File: config.mk
export PLATFORM = sky130hd
export DESIGN_NAME = univ_shift_reg
export DESIGN_NICKNAME = d
export VERILOG_FILES = /design/src/rtl/univ_shift_reg.sv
export SDC_FILE = /design/constraint.sdc
export NUM_CORES = 1
export LEC_CHECK = 0
export ABC_AREA = 0
export ABC_CLOCK_PERIOD_IN_PS = 1400
export BUFFER_PORTS_ARGS = -buffer_cell sky130_fd_sc_hd__buf_2
export CORE_MARGIN = 2
export CORE_UTILIZATION = 45
export DETAILED_ROUTE_END_ITERATION = 8
export PLACE_DENSITY = 0.81
export SLEW_MARGIN = 10
export SYNTH_ARGS = -nofsm -noshare
export SYNTH_HDL_FRONTEND = slang
export SYNTH_SLANG_ARGS = --single-unit
File: constraint.sdc
create_clock -name Clk -period 1.4 [get_ports Clk]
set_input_delay 0.14 -clock Clk [delete_from_list [all_inputs] [get_ports Clk]]
set_output_delay 0.14 -clock Clk [all_outputs]
set_load 0.05 [all_outputs]
File: src/rtl/univ_shift_reg.sv
// Universal shift register: parallel load, shift/rotate modes and an
// autonomous LSB-first serial transfer sequencer (IDLE/XFER).
module univ_shift_reg #(
  parameter int WIDTH = 8
) (
  input  logic             Clk,
  input  logic             Rst,
  input  logic             En,
  input  logic [2:0]       Mode,
  input  logic [WIDTH-1:0] DataIn,
  input  logic             SerInL,
  input  logic             SerInR,
  input  logic             Start,
  output logic [WIDTH-1:0] DataOut,
  output logic             SerOut,
  output logic             Busy,
  output logic             Done
);

  localparam int CW = $clog2(WIDTH + 1);

  typedef enum logic {
    ST_IDLE = 1'b0,
    ST_XFER = 1'b1
  } state_t;

  state_t           r_state;
  state_t           w_state_next;
  logic [CW-1:0]    r_cnt;
  logic [CW-1:0]    w_cnt_next;
  logic [WIDTH-1:0] r_data;
  logic [WIDTH-1:0] w_data_next;
  logic             r_done;
  logic             w_done_next;
  logic             w_last_shift;

  assign w_last_shift = (r_cnt == CW'(WIDTH - 1));

  always_ff @(posedge Clk) begin
    if (Rst) begin
      r_state <= ST_IDLE;
    end else begin
      r_state <= w_state_next;
    end
  end

  always_comb begin
    w_state_next = r_state;
    case (r_state)
      ST_IDLE: if (En && Start)        w_state_next = ST_XFER;
      ST_XFER: if (En && w_last_shift) w_state_next = ST_IDLE;
      default:                         w_state_next = ST_IDLE;
    endcase
  end

  // Datapath and counter; Start only matters in IDLE, Mode only in IDLE without Start.
  always_comb begin
    w_data_next = r_data;
    w_cnt_next  = r_cnt;
    w_done_next = 1'b0;
    if (En) begin
      if (r_state == ST_IDLE) begin
        if (Start) begin
          w_data_next = DataIn;
          w_cnt_next  = '0;
        end else begin
          case (Mode)
            3'b000: w_data_next = r_data;
            3'b001: w_data_next = DataIn;
            3'b010: w_data_next = {r_data[WIDTH-2:0], SerInR};
            3'b011: w_data_next = {SerInL, r_data[WIDTH-1:1]};
            3'b100: w_data_next = {r_data[WIDTH-2:0], r_data[WIDTH-1]};
            3'b101: w_data_next = {r_data[0], r_data[WIDTH-1:1]};
            3'b110: w_data_next = {r_data[WIDTH-1], r_data[WIDTH-1:1]};
            3'b111: w_data_next = '0;
            default: w_data_next = r_data;
          endcase
        end
      end else begin
        w_data_next = {SerInL, r_data[WIDTH-1:1]};
        w_cnt_next  = r_cnt + CW'(1);
        w_done_next = w_last_shift;
      end
    end
  end

  always_ff @(posedge Clk) begin
    if (Rst) begin
      r_data <= '0;
      r_cnt  <= '0;
      r_done <= 1'b0;
    end else begin
      r_data <= w_data_next;
      r_cnt  <= w_cnt_next;
      r_done <= w_done_next;
    end
  end

  always_comb begin
    Busy    = (r_state == ST_XFER);
    Done    = r_done;
    DataOut = r_data;
    SerOut  = r_data[0];
  end

endmodule

# Word level (Yosys, flattened, before mapping)
# Index checks and enable logic that the tools add are counted.
[totals]
ram_bits = 0
out_inout_bits = 11
regBits = 14
romBits = 0
in_bits = 17
memories = 0
word_cells = 34
latchBits = 0
[op_classes]
n_shift = 0
div = 0
n_lt_le_gt_ge = 0
n_mux = 8
multipliers = 0
bitwise = 2
n_eq_ne = 10
addsub = 1
n_reduce_logical = 8
[op_table]
columns = ["operator", "count"]
rows = [
  ["$pmux 8 s7", 1],
  ["$mux 8", 2],
  ["$eq 3x3->1 const B", 4],
  ["$mux 4", 2],
  ["$eq 3x2->1 const B", 2],
  ["$ne 3x3->1 const B", 2],
  ["$add 4x1->4 const B", 1],
  ["$eq 4x3->1 const B", 1],
  ["$reduce_and 2->1", 2],
  ["$eq 3x1->1 const B", 1],
  ["$logic_not 3->1", 1],
  ["$reduce_and 3->1", 1],
  ["$reduce_or 3->1", 1],
  ["$logic_and 1x1->1", 2],
  ["$mux 1", 2],
  ["$not 1->1", 2],
  ["$pmux 1 s2", 1],
  ["$reduce_bool 2->1", 1],
]

# Depth between registers and ports, before layout
[depth]
word_depth = 4
mapped_depth = 6
ltp_nobuf = 5

# Worst setup path after synthesis
# OpenSTA, ideal clock, no wires.
[synth_timing]
kind = "register to register"
start = "reg r_state (netlist: Busy)"
end = "reg r_data[7] (netlist: DataOut[7])"
setup_ps = 91
arrival_ps = 1560
path_stages_with_launch = 5
t_required_ps = 1309
synth_period_minus_slack_ps = 1651
path_slack_ps = -251
path_buffers = 2
path_cell_list = "dfxtp_1 -> buf_2 -> clkbuf_1 -> a22oi_1 -> a311oi_1"
[synth_via]
elab_chain_cells = 2
[synth_rtl]
columns = ["element", "line", "text"]
rows = [
  ["start: declaration", "27", "state_t r_state;"],
  ["start signal: assignment", "43", "r_state <= w_state_next;"],
  ["$ne 3x3->1 (no line)", "-", ""],
  ["$reduce_and 3->1 (no line)", "-", ""],
  ["end signal: assignment", "93", "r_data <= w_data_next;"],
  ["end: declaration", "31", "logic [WIDTH-1:0] r_data;"],
]
# Several ways; a longest one is shown, not always the timed one.
# A chain may end at the register's enable or synchronous reset.

# Final worst setup path
[layout_timing]
start = "reg r_state (netlist: Busy)"
end = "reg r_data[4] (netlist: DataOut[4])"
[layout_via]
elab_chain_cells = 2
[layout_rtl]
columns = ["element"]
rows = [
  ["$ne 3x3->1 (no line)"],
  ["$reduce_and 2->1 (no line)"],
]
# Several ways; a longest one is shown, not always the timed one.

==> impl_metrics.ini <==
[run_status]
status = complete, no violations

[yosys]
synthesis.nets = 127
yosysSeqAreaShare_pct = 28.9
synth_cell_types = 35
syn_area_um2 = 968
ys_top_cells_by_area = dfxtp_1, o41ai_2, nand3b_1, a221oi_1, a21o_1
ys_warn_count = 0
synth-edff-count = 0
synth_most_common_cell = dfxtp_1
netlist_instances = 109
synth_seq_cells = 14
yosysTopAreaCell = dfxtp_1
synthTopCellsByCount = dfxtp_1, nor2_1, nand3b_1, nor2b_1
syn_area_per_cell_um2 = 8.88
synth_top_cell_area_share_pct = 28.9
async_reset_ff_share_pct = 0
synth-main-ff-cell = dfxtp_1

[setup_path]
r2r_cells = 5
cp.arrival_ns = 1.51
reg2reg_setup_slack_ns = 0.07
reg2reg_to = DataOut[4]
slowest_stage = dfxtp_4
start_kind = flop
critPathMaxFanout = 12
cp-end-kind = flop
r2r-start = Busy
crit_chain = or2_4 > o41ai_4 > buf_12 > nand3b_1 > o41ai_2
cp.required_ns = 1.58
slowest_delay_ns = 0.35
setup.worst_path.class = reg2reg

[clock_tree]
cts_resized = 0
cts_tree = done
clock_latency_ns = 0.28
cts_buffer_depth = 2
postCtsHoldBufs = 0
numCtsBuffers = 3
cts_sinks = 14
cts_setup_buffers = 0
cts-root-buf = clkbuf_4
path_clk_slew_ns = 0.09
htree_levels = 1

[detailed_routing]
drc = 0
wl_per_cell_um = 14.3
ant_nets = 0
first_iter_violations = 2
firstDrtPassIters = 3
vias = 974
vias_per_cell = 5.83
wirelength_mm = 2.39

[timing]
post-route-period-util_pct = 95.2
rsz0062_at_grt = false
slew_headroom_pct = 76.4
slew_viol_final = 0
worst_slack_ns = 0.0670
finalSetupTns_ns = 0
min_period_ns = 1.33
hold_violations = 0
fin_skew_ns = 0.00654
tightest_slew_ns = 0.354
whs_ns = 0.182
max_freq_mhz = 750
setup_violations = 0

[floorplanning]
start_util_pct = 48.4
dieWidth_um = 50.4
fp.dieArea_um2 = 2540
core-area_um2 = 2000
rows = 16
ios = 28
die_y_um = 50.4

[worst_hold_path]
hold_path.class = in2reg
worstHoldStart = Start
hold_depth = 3
whs_endpoint = Busy

[global_routing]
grt_pass1_vias = 946
grt.met2_usage_pct = 38.6
busiest_layer = met2
use_met1_pct = 20.8
grt_max_degree = 21
grt_usage_pct = 19.9
antenna_found_initial = 0
grt_overflow_total = 0
grt_pass1_wl_mm = 3.93
gr-usage-met3_pct = 3.57

[layout]
instances_no_fill = 167
nets = 159
syn2layout_area_growth_pct = 25.8
diodes = 0
final_layout_size_suffix_gt1_share_pct = 37.1
final_cell_area_um2 = 1220

[flow_run]
cap_violations = 0

[placed_design]
dp_slack_ns = 0.00832
dp.cells = 163
placed_cell_area_um2 = 1180
hpwl_mm = 1.74
gp_congestion = 0.802
portBuffers = 27

[pwr]
vdd_ir_drop_max_mv = 0.613
leakage_nw = 0.543
powerDensity_nw_per_um2 = 885
[logic make-up after synthesis]
family | share of synthesized area [%]
buf+inv | 7.49
compound gates | 35.8
xor+xnor | 2.58
simple gates | 22.9
fa+ha+maj | 1.29
mux | 1.03
flops | 28.9
[per-layer routing]
metal  share of wire, %  routed length [µm]
met1                 43                1030
met2                 52                1240
met3                4.1                  97
met4                1.1                  26
met5                  0                   0
[through the flow]
step           utilization (%)  power, mW
2_1_floorplan                -      0.698
3_3_place_gp              58.8      0.783
3_5_place_dp              58.8      0.792
4_1_cts                   60.6       1.09
5_1_grt                   60.9       1.14
6_report                  60.9       1.08
[worst max-delay path by stage]
stage / end / startpoint / depth (start not counted) / slack, ns
2_1_floorplan: DataOut[3] / Busy / 5 / 0.02
4_1_cts: DataOut[4] / Busy / 5 / 0.06
3_3_place_gp: DataOut[6] / Mode[1] / 5 / 0.05
5_1_grt: DataOut[4] / Busy / 5 / 0.03
3_5_place_dp: DataOut[6] / Mode[1] / 5 / 0.008
6_report: DataOut[4] / Busy / 5 / 0.07
[sequential cells by signal (all words and copies together) (netlist names)]
signal   cells
Done         1
DataOut      8
Busy         1
r_cnt        4
[report_power, final]
part | total, mW | leakage [nW] | internal, mW | switching (mW)
Combinational | 0.340 | 0.407 | 0.132 | 0.208
Clock | 0.292 | 0.0210 | 0.158 | 0.134
Sequential | 0.446 | 0.115 | 0.419 | 0.0268
Total | 1.08 | 0.543 | 0.709 | 0.369
[placed cells by master (no fill, tap or decap), drive strengths merged, types with 2 or more instances in the layout]
cell type,count
clkbuf,4
dfxtp,14
a221oi,6
nand3b,8
nand2,5
o41ai,7
a22oi,2
nor3,4
a311oi,2
inv,2
a21oi,6
a21o,6
buf,37
a21boi,3
nor3b,2
o21ai,3
nor2,9
nor2b,7
xnor2,2
[layout make-up]
cell class                 instances  area [µm²]
clock buffer                       4        36.3
fill                             196         783
inverter                           2        7.51
multi-input combinational         83         634
sequential                        14         284
tap                               27        33.8
timing repair buffer              37         223
[critical path, delay by kind of cell, from the launching register on]
kind                   cells  cell delay [ns]
AO/OA/AOI/OAI              2             0.33
buffers and inverters      1             0.18
flip-flops                 1             0.35
AND/OR/NAND/NOR            2             0.36
Power figures use the tool's default switching activity.
